[src/rtl/lampfpu_sqrt_rndpack.sv]
// rtl/lampfpu_sqrt_rndpack.sv - sqrt/rsqrt result normalize, round-to-nearest-even and LAMP pack stage
//
// Purpose: captures operation metadata at dispatch, waits for the fixed-point
// result of the fractional sqrt iterator, normalizes it, rounds to nearest-even,
// applies exponent overflow/underflow (flush-to-zero) rules and presents a packed
// {sign,exp,frac} float behind a valid/ready handshake.
//
// Ports:
//   clk, rst        clock (rising edge), synchronous active-high reset
//   doSqrt_i        dispatch strobe, accepted only while idle
//   special_case_i  dispatched operand is special; result is special_res_i
//   special_res_i   pre-packed special result
//   exp_res_i       signed unbiased result exponent before normalization
//   fract_valid_i   iterator result strobe, accepted only while waiting
//   fract_res_i     iterator result, Q1.15 unsigned in [0.5,2)
//   ready_i         consumer accepts res_o
//   busy_o          stage is not idle
//   valid_o         res_o and flags are valid
//   res_o           packed result
//   of_o/uf_o/nx_o  overflow, underflow (flush), inexact

module lampfpu_sqrt_rndpack #(
  parameter int F_DW  = 7,
  parameter int E_DW  = 8,
  parameter int BIAS  = 127,
  parameter int FX_DW = 2*(1+F_DW)
) (
  input  logic                   clk,
  input  logic                   rst,
  input  logic                   doSqrt_i,
  input  logic                   special_case_i,
  input  logic [E_DW+F_DW:0]     special_res_i,
  input  logic signed [E_DW+1:0] exp_res_i,
  input  logic                   fract_valid_i,
  input  logic [FX_DW-1:0]       fract_res_i,
  input  logic                   ready_i,
  output logic                   busy_o,
  output logic                   valid_o,
  output logic [E_DW+F_DW:0]     res_o,
  output logic                   of_o,
  output logic                   uf_o,
  output logic                   nx_o
);

  localparam int EW = E_DW + 2;
  localparam int RW = 1 + E_DW + F_DW;

  localparam logic signed [EW-1:0] BIAS_S = EW'(BIAS);
  localparam logic signed [EW-1:0] BE_MAX = EW'((1 << E_DW) - 1);
  localparam logic [RW-1:0]        INF_RES = {1'b0, {E_DW{1'b1}}, {F_DW{1'b0}}};

  localparam logic [2:0] S_IDLE = 3'd0;
  localparam logic [2:0] S_WAIT = 3'd1;
  localparam logic [2:0] S_NORM = 3'd2;
  localparam logic [2:0] S_RND  = 3'd3;
  localparam logic [2:0] S_HOLD = 3'd4;

  logic [2:0]              state;
  logic signed [EW-1:0]    exp_q;
  logic [FX_DW-1:0]        fx_q;
  logic [F_DW-1:0]         m_q;
  logic                    g_q;
  logic                    s_q;
  logic signed [EW-1:0]    e_q;
  logic                    zero_q;

  // Normalization of the latched iterator result
  logic [F_DW-1:0]         m_n;
  logic                    g_n;
  logic                    s_n;
  logic signed [EW-1:0]    e_n;
  logic                    zero_n;

  always_comb begin
    m_n    = '0;
    g_n    = 1'b0;
    s_n    = 1'b0;
    e_n    = exp_q;
    zero_n = 1'b0;
    if (fx_q[FX_DW-1]) begin
      m_n = fx_q[FX_DW-2 -: F_DW];
      g_n = fx_q[FX_DW-2-F_DW];
      s_n = |fx_q[FX_DW-3-F_DW:0];
    end else if (fx_q[FX_DW-2]) begin
      m_n = fx_q[FX_DW-3 -: F_DW];
      g_n = fx_q[FX_DW-3-F_DW];
      s_n = |fx_q[FX_DW-4-F_DW:0];
      e_n = exp_q - EW'(1);
    end else begin
      // Result below 0.5 cannot come from a well-formed iteration; flush to +0
      zero_n = 1'b1;
    end
  end

  // Round to nearest-even, then range check on the biased exponent
  logic                    round_up;
  logic [F_DW:0]           m_sum;
  logic signed [EW-1:0]    e_adj;
  logic signed [EW-1:0]    be;
  logic [RW-1:0]           res_n;
  logic                    of_n;
  logic                    uf_n;
  logic                    nx_n;

  always_comb begin
    round_up = g_q & (s_q | m_q[0]);
    // Carry out of the mantissa means 1.111..1 rounded to 10.000..0
    m_sum    = {1'b0, m_q} + {{F_DW{1'b0}}, round_up};
    e_adj    = e_q + $signed({{(EW-1){1'b0}}, m_sum[F_DW]});
    be       = e_adj + BIAS_S;
    res_n    = '0;
    of_n     = 1'b0;
    uf_n     = 1'b0;
    nx_n     = g_q | s_q;
    if (zero_q) begin
      uf_n = 1'b1;
      nx_n = 1'b0;
    end else if (!be[EW-1] && (be >= BE_MAX)) begin
      res_n = INF_RES;
      of_n  = 1'b1;
    end else if (be[EW-1] || (be == '0)) begin
      uf_n  = 1'b1;
    end else begin
      res_n = {1'b0, be[E_DW-1:0], m_sum[F_DW-1:0]};
    end
  end

  always_ff @(posedge clk) begin
    if (rst) begin
      state   <= S_IDLE;
      valid_o <= 1'b0;
      res_o   <= '0;
      of_o    <= 1'b0;
      uf_o    <= 1'b0;
      nx_o    <= 1'b0;
      exp_q   <= '0;
      fx_q    <= '0;
      m_q     <= '0;
      g_q     <= 1'b0;
      s_q     <= 1'b0;
      e_q     <= '0;
      zero_q  <= 1'b0;
    end else begin
      case (state)
        S_IDLE: begin
          if (doSqrt_i) begin
            if (special_case_i) begin
              res_o   <= special_res_i;
              of_o    <= 1'b0;
              uf_o    <= 1'b0;
              nx_o    <= 1'b0;
              valid_o <= 1'b1;
              state   <= S_HOLD;
            end else begin
              exp_q <= exp_res_i;
              state <= S_WAIT;
            end
          end
        end
        S_WAIT: begin
          if (fract_valid_i) begin
            fx_q  <= fract_res_i;
            state <= S_NORM;
          end
        end
        S_NORM: begin
          m_q    <= m_n;
          g_q    <= g_n;
          s_q    <= s_n;
          e_q    <= e_n;
          zero_q <= zero_n;
          state  <= S_RND;
        end
        S_RND: begin
          res_o   <= res_n;
          of_o    <= of_n;
          uf_o    <= uf_n;
          nx_o    <= nx_n;
          valid_o <= 1'b1;
          state   <= S_HOLD;
        end
        S_HOLD: begin
          if (ready_i) begin
            valid_o <= 1'b0;
            state   <= S_IDLE;
          end
        end
        default: begin
          valid_o <= 1'b0;
          state   <= S_IDLE;
        end
      endcase
    end
  end

  assign busy_o = (state != S_IDLE);

endmodule
[config.mk]
export PLATFORM = sky130hd
export DESIGN_NAME = lampfpu_sqrt_rndpack
export DESIGN_NICKNAME = d
export VERILOG_FILES = /design/src/rtl/lampfpu_sqrt_rndpack.sv
export SDC_FILE = /design/constraint.sdc
export NUM_CORES = 1
export LEC_CHECK = 0
export BUFFER_PORTS_ARGS = -buffer_cell sky130_fd_sc_hd__buf_2
export CORE_MARGIN = 2
export CORE_UTILIZATION = 51
export DETAILED_ROUTE_END_ITERATION = 7
export GPL_TIMING_DRIVEN = 0
export PLACE_DENSITY = 0.75
export REMOVE_ABC_BUFFERS = 1
export SLEW_MARGIN = 20
export SYNTH_ARGS = -nofsm -noshare
export SYNTH_HDL_FRONTEND = slang
export SYNTH_SLANG_ARGS = --single-unit
[constraint.sdc]
create_clock -name clk -period 2.9 [get_ports clk]
set_input_delay 0.145 -clock clk [delete_from_list [all_inputs] [get_ports clk]]
set_output_delay 0.145 -clock clk [all_outputs]
set_load 0.02 [all_outputs]
==> metrics.md, run 1 <==
| Metric | Value |
|---|---|
| Nets | `530` |
| Worst-path cell chain | `o21a_1, ha_2, nand2_2, nor2_4, nand3_2, ha_4, ha_2, nor4bb_4, nand2_1, o31ai_4, nor2_4, a32oi_2, a211oi_2` |
| Sequential share of power | `40.6%` |
| Input/output buffers | `68` |
| Crit end category | `flop` |
| Ys async rst share | `0%` |
| Gate Count Post-Synth | `423` |
| Int Pwr | `1.98 mW` |
| Gr ovfl total | `0` |
| Die width | `86.4 um` |
| Slew headroom | `42.2%` |
| ANT nets after route | `0` |
| Worst path max stage delay | `0.36 ns` |
| H-Tree Depth | `3` |
| Synth top area share | `39.9%` |
| DR WL/cell | `14.7 um` |
| Worst hold-check path type | `primary input to flop` |
| Antenna violations before repair | `0` |
| Top post-synthesis cells by count | `69 x dfxtp_1, 64 x nand2_1, 51 x nor2_1` |
| Post-cts hold buffer count | `0` |
| GRT Total Usage | `21.6%` |
| Share of layout cells above drive strength 1 | `27.0%` |
| Ant. Diodes | `0` |
| Die area | `7470 um2` |
| P&R area growth vs syn | `20.1%` |
| Top cells by area, synth | `dfxtp_1 40%, nand2_1 6.9%, a21oi_1 6.2%` |
| Kind of start point of the critical path | `flop` |
| Worst setup margin | `0.0767 ns` |
| Die H | `86.4 um` |
| Most common cell in the synthesized netlist | `dfxtp_1` |
| Area leader, netlist | `dfxtp_1` |
| CTS tree | `built` |
| Number of iterations in the first detailed-routing pass | `4` |
| Synth Register Bits | `69` |
| Initial Util | `51.9%` |
| Sw frac | `36.8%` |
| R2r setup slk | `0.08 ns` |
| Clock transition at path regs | `0.07 ns` |
| Post-route clock skew | `0.00815 ns` |
| CP Class | `flop to flop` |
| Iteration-0 DRC Markers | `212` |
| Psw | `1.16 mW` |
| Post-synthesis cell type count | `53` |
| DR vias/cell | `5.68` |
| PwrDens | `755 nW/um2` |
| Primary FF master, synth | `dfxtp_1` |
| Core Box Area | `6680 um2` |
| FMAX | `354 MHz` |
| Required @ worst endpoint | `3.10 ns` |
| DRC errors left | `0` |
| Syn Area/Cell | `8.19 um2` |
| Post-synth EDFFs | `0` |
| Final core utilization | `62.3%` |
| I/O pins | `69` |
| Crit share post-route | `97.4%` |
| Pre-CTS setup slack | `-0.159 ns` |
| Clock Latency Late Sink | `0.34 ns` |
| Post-synthesis sequential area ratio | `39.9%` |
| Worst hold slack | `0.0392 ns` |
| Total number of vias | `3187` |
| Power consumption | `3.14 mW` |
| Clock buffer depth | `2` |
| Maximum number of pins on one net before global-route repair | `70` |
| RePlAce Congestion | `0.850` |
| TritonCTS buffer count | `9` |
| CP max stage cell | `ha_2` |
| Worst vdd rail ir drop | `0.454 mV` |
| Clk pwr share | `25.0%` |
| Crit path max-delay family | `compound AO/OA/AOI/OAI gates` |
| WP data arrival | `3.02 ns` |
| Leak Pwr | `1.54 nW` |
| Fin crit period | `2.82 ns` |
| Yosys Warn Count | `0` |
| Comb pwr share | `34.4%` |
| Final setup viols | `0` |
| Clk sinks | `69` |
| Mapped Area | `3460 um2` |
| HPWL after DPL | `5150 um` |
| Fin. max-slew vios | `0` |
| Final Hold Vio Count | `0` |
| Number of global-route vias before repair | `2894` |
| WP buf/inv | `0` |
| Max-cap violation count | `0` |
| Critical path fanouts, max | `7` |
| Status | `completed` |
| Root Buffer | `clkbuf_8` |
| WL final | `8250 um` |
| Worst-Margin Slew | `0.867 ns` |
| First-pass GRT wire length | `13100 um` |
| Row count | `30` |
[power by group through the flow]
stage | clock network [mW] | registers, mW | logic, mW
after floorplan | 0 | 1.31 | 0.674
after global placement | 0 | 1.27 | 0.952
after detailed placement | 0 | 1.28 | 0.979
after CTS | 0.793 | 1.26 | 1.04
after global routing | 0.833 | 1.30 | 1.20
final | 0.785 | 1.28 | 1.08
[cell usage in the layout (no fill, tap or decap), types with 4 or more instances in the layout]
cell,netlist,final
dfxtp_1,69,67
buf_2,2,67
nand2_1,64,63
nor2_1,51,50
a21oi_1,43,42
nor3_1,20,20
a211oi_1,18,17
nand3_1,16,15
xnor2_1,11,11
clkbuf_8,0,11
a211oi_2,8,9
xor2_1,7,6
a32oi_1,7,6
inv_1,5,5
or3_1,5,5
buf_4,0,5
o21ai_0,4,4
a22oi_2,0,4
[flip-flops by register name, summed over array words and instances (netlist names)]
register	flops
fx_q	16
res_o	16
e_q	10
exp_q	10
m_q	7
state	3
g_q	1
nx_o	1
of_o	1
s_q	1
uf_o	1
valid_o	1
zero_q	1
[per-stage QoR]
| step | area (um2) | TNS (ns) | instances |
|---|---|---|---|
| 2_1_floorplan | 3320 | 0 | 391 |
| 3_3_place_gp | 3760 | -1.39 | 539 |
| 3_5_place_dp | 3780 | -2.00 | 540 |
| 4_1_cts | 4070 | 0 | 558 |
| 5_1_grt | 4160 | -0.0749 | 561 |
| 6_report | 4160 | 0 | 561 |
[cells by family (layout without fill, tap and decap cells)]
kind of cell / count (synthesis) / in the layout / share of synthesized area (%)
AOI/OAI and AO/OA: 105 / 105 / 22.6
buffers and inverters: 37 / 94 / 4.73
and+or+nand+nor: 186 / 187 / 25.2
xor gates and xnor gates: 18 / 18 / 4.55
DFF: 69 / 69 / 39.9
muxes: 3 / 3 / 1.30
adders and majority gates: 5 / 5 / 1.81
[repair_timing]
action	in CTS	in global routing
resized for setup	12	15
endpoints found under the setup margin	16	17
setup buffers	3	2
pin swaps	4	11
gates cloned	0	1
[per-layer routing]
layer	routed length (um)	GRT usage [%]	vias up
met5	0	0	-
met4	114	7.95	0
met3	467	4.10	11
met2	3900	35.3	83
met1	3770	28.5	1483
li1	-	-	1610
[final timing paths]
check                                      from       end  cells past startpoint
worst min register to register          fx_q[0]   fx_q[0]                      2
worst min-delay path            fract_res_i[11]  fx_q[11]                      3
worst max-delay path                        g_q  res_o[0]                     13
worst max register to register              g_q  res_o[0]                     13
[area by class of cell]
cell class / count / area, um2
timing repair buffer: 74 / 404
clock buffer: 14 / 163
clock inverter: 1 / 30.0
multi-input combinational: 318 / 2060
tap: 80 / 100
sequential: 69 / 1380
inverter: 5 / 18.8
fill: 578 / 2520
[worst min-delay path: cells and delay by family]
family | cells | cell delay, ns
buffers and inverters | 1 | 0.10
AO/OA/AOI/OAI | 1 | 0.05
AND/OR/NAND/NOR | 1 | 0.05
No activity file was read; power rests on OpenSTA's default activity.
==> run 2: changes to the inputs <==
Settings changed: CELL_PAD_IN_SITES_DETAIL_PLACEMENT set to 0, CELL_PAD_IN_SITES_GLOBAL_PLACEMENT set to 1, CORE_UTILIZATION 51 to 40, CTS_CLUSTER_SIZE set to 12, PLACE_DENSITY 0.75 to not set, PLACE_DENSITY_LB_ADDON set to 0.1.
==> run 2 against run 1 <==
  * Utilization fell by 12 points
  * Sequential share of layout area shrank 0.37 points
  * Clock-buffer cell count is 4 lower
  * Clock power fell by 0.6%
  * Critical path type unchanged
  * Largest power group unchanged
==> metrics.md, run 2 (synthesized netlist as in run 1, its figures left out) <==
| Metric | Value |
|---|---|
| Cells on worst reg2reg path | `13 (unchanged)` |
| Status | `completed` |
| Max-cap violation count | `0 (unchanged)` |
| Ant. Diodes | `0 (unchanged)` |
| Post-route clock skew | `0.0120 ns (+0.00383 ns)` |
| DRC errors left | `0 (unchanged)` |
| Crit path max-delay family | `compound AO/OA/AOI/OAI gates` |
| WP data arrival | `3.13 ns (+0.11 ns)` |
| Maximum number of pins on one net before global-route repair | `70 (unchanged)` |
| TritonCTS buffer count | `9 (unchanged)` |
| Clock buffer depth | `2 (unchanged)` |
| Crit end category | `flop` |
| Worst-Margin Slew | `0.873 ns (+0.00651 ns)` |
| PwrDens | `763 nW/um2 (+1.0%)` |
| Setup TNS | `0 ns (unchanged)` |
| WL final | `8490 um (+2.9%)` |
| RSZ-0062 raised after global routing | `true` |
| Non-filler instance count after layout | `590 (+5.2%)` |
| Regs by FF count | `fx_q x16, res_o x16` |
| I/O pins | `69 (unchanged)` |
| DR WL/cell | `14.4 um (-2.2%)` |
| P&R area growth vs syn | `21.4%` |
| Worst vdd rail ir drop | `0.350 mV (-23%)` |
| CP max stage cell | `or3b_4` |
| WP buf/inv | `1 (+1)` |
| DR vias/cell | `5.31 (-6.6%)` |
| Pre-CTS setup slack | `-0.188 ns (-0.0290 ns)` |
| Worst hold slack | `0.0193 ns (-0.0200 ns)` |
| Clk sinks | `69 (unchanged)` |
| CTS tree | `built` |
| Die width | `97.1 um (+12%)` |
| Core Box Area | `8300 um2 (+24%)` |
| Fin. max-slew vios | `0 (unchanged)` |
| First-pass GRT wire length | `13800 um (+5.9%)` |
| Share of layout cells above drive strength 1 | `27.4% (+0.40 points)` |
| Leak Pwr | `1.55 nW (+0.84%)` |
| Iteration-0 DRC Markers | `87 (-59%)` |
| Launching point of the worst reg2reg path | `m_q[0]` |
| Worst path max stage delay | `0.39 ns (+0.03 ns)` |
| CP Class | `flop to flop` |
| Commonest non-fill, non-tap cells in the layout | `67 x dfxtp_1, 67 x buf_2, 63 x nand2_1, 50 x nor2_1, 41 x a21oi_1` |
| Input/output buffers | `68 (unchanged)` |
| Number of iterations in the first detailed-routing pass | `4 (unchanged)` |
| Hold depth | `3 (unchanged)` |
| # placed instances | `567 (+5.0%)` |
| Initial Util | `41.7% (-10 points)` |
| Nets | `533 (+0.57%)` |
| H-Tree Depth | `3 (unchanged)` |
| Total number of vias | `3132 (-1.7%)` |
| Kind of start point of the critical path | `flop` |
| Reg-to-reg endpoint | `res_o[8]` |
| HP Start | `fract_res_i[0]` |
| HPWL after DPL | `5340 um (+3.6%)` |
| Crit share post-route | `98.4% (+1.0 points)` |
| Worst hold-check path type | `primary input to flop` |
| Row count | `33 (+10%)` |
| Root Buffer | `clkbuf_8` |
| RePlAce Congestion | `0.786 (-7.5%)` |
| Die area | `9420 um2 (+26%)` |
| Final setup viols | `0 (unchanged)` |
| Worst-path cell chain | `o21a_1, ha_2, nand2_2, nor2_2, nand3_2, ha_4, or3b_4, buf_6, or3_4, o22ai_4, a31oi_4, o21a_4, a211oi_2` |
| Gr ovfl total | `0 (unchanged)` |
| ANT nets after route | `0 (unchanged)` |
| Antenna violations before repair | `0 (unchanged)` |
| R2r setup slk | `0.05 ns (-0.03 ns)` |
| FMAX | `351 MHz (-1.0%)` |
| Fin crit period | `2.85 ns (+0.0297 ns)` |
| GRT Total Usage | `17.6% (-4.0 points)` |
| Die H | `97.1 um (+12%)` |
| Critical path fanouts, max | `5 (-2)` |
| Worst setup margin | `0.0470 ns (-0.0297 ns)` |
| Hold Crit Endpoint | `fx_q[0]` |
| Slew headroom | `41.8% (-0.43 points)` |
| Clock Latency Late Sink | `0.36 ns (+0.02 ns)` |
| Final Hold Vio Count | `0 (unchanged)` |
| Required @ worst endpoint | `3.17 ns (+0.07 ns)` |
| Clock transition at path regs | `0.08 ns (about the same)` |
| Number of global-route vias before repair | `2910 (+0.55%)` |
[run 2: metal layers]
| layer | global-route usage [%] | vias up | routed length [um] | part of all wire (%) |
|---|---|---|---|---|
| li1 | - | 1627 | - | - |
| met1 | 24.2 | 1415 | 4280 | 50 |
| met2 | 27.3 | 78 | 3620 | 43 |
| met3 | 4.24 | 12 | 434 | 5.1 |
| met4 | 5.85 | 0 | 151 | 1.8 |
| met5 | 0 | - | 0 | 0 |
[run 2: area by class of cell]
cell class	instances	area [um2]
multi-input combinational	320	2070
clock inverter	6	63.8
tap	105	131
clock buffer	10	128
timing repair buffer	75	407
fill	835	4090
inverter	5	18.8
sequential	69	1380
[run 2: power breakdown]
part	switching [mW]	total, mW	internal (mW)
clock	0.385	0.780	0.396
sequential	0.167	1.26	1.10
combinational	0.681	1.16	0.483
total	1.23	3.21	1.98
[run 2: tightest hold or removal path: cells and delay by family]
kind | cells | cell delay, ns
and+or+nand+nor | 1 | 0.05
AOI/OAI and AO/OA | 1 | 0.05
buffers and inverters | 1 | 0.09
[run 2: repair_timing]
item / CTS / global route
gates cloned: 2 / 1
hold buffers: 0 / 0
pin swaps: 6 / 7
gates resized for setup: 14 / 12
buffers inserted: 2 / 2
endpoints found under the setup margin: 16 / 16
[run 2: worst max-delay path by stage]
stage           start        end  slack, ns  cells past startpoint
5_1_grt           g_q   res_o[8]      -0.04                     12
3_3_place_gp   m_q[0]  res_o[13]      -0.21                     13
2_1_floorplan  m_q[0]   res_o[2]       0.19                     12
6_report       m_q[0]   res_o[8]       0.05                     13
3_5_place_dp      s_q   res_o[9]      -0.19                     13
4_1_cts        m_q[0]  res_o[10]      0.005                     13
[run 2: through the flow]
step | cell area, um2 | power, mW | utilization [%]
2_1_floorplan | 3320 | 1.98 | -
3_5_place_dp | 3830 | 2.28 | 46.2
3_3_place_gp | 3790 | 2.25 | 45.7
5_1_grt | 4210 | 3.42 | 50.7
6_report | 4210 | 3.21 | 50.7
4_1_cts | 4120 | 3.16 | 49.7
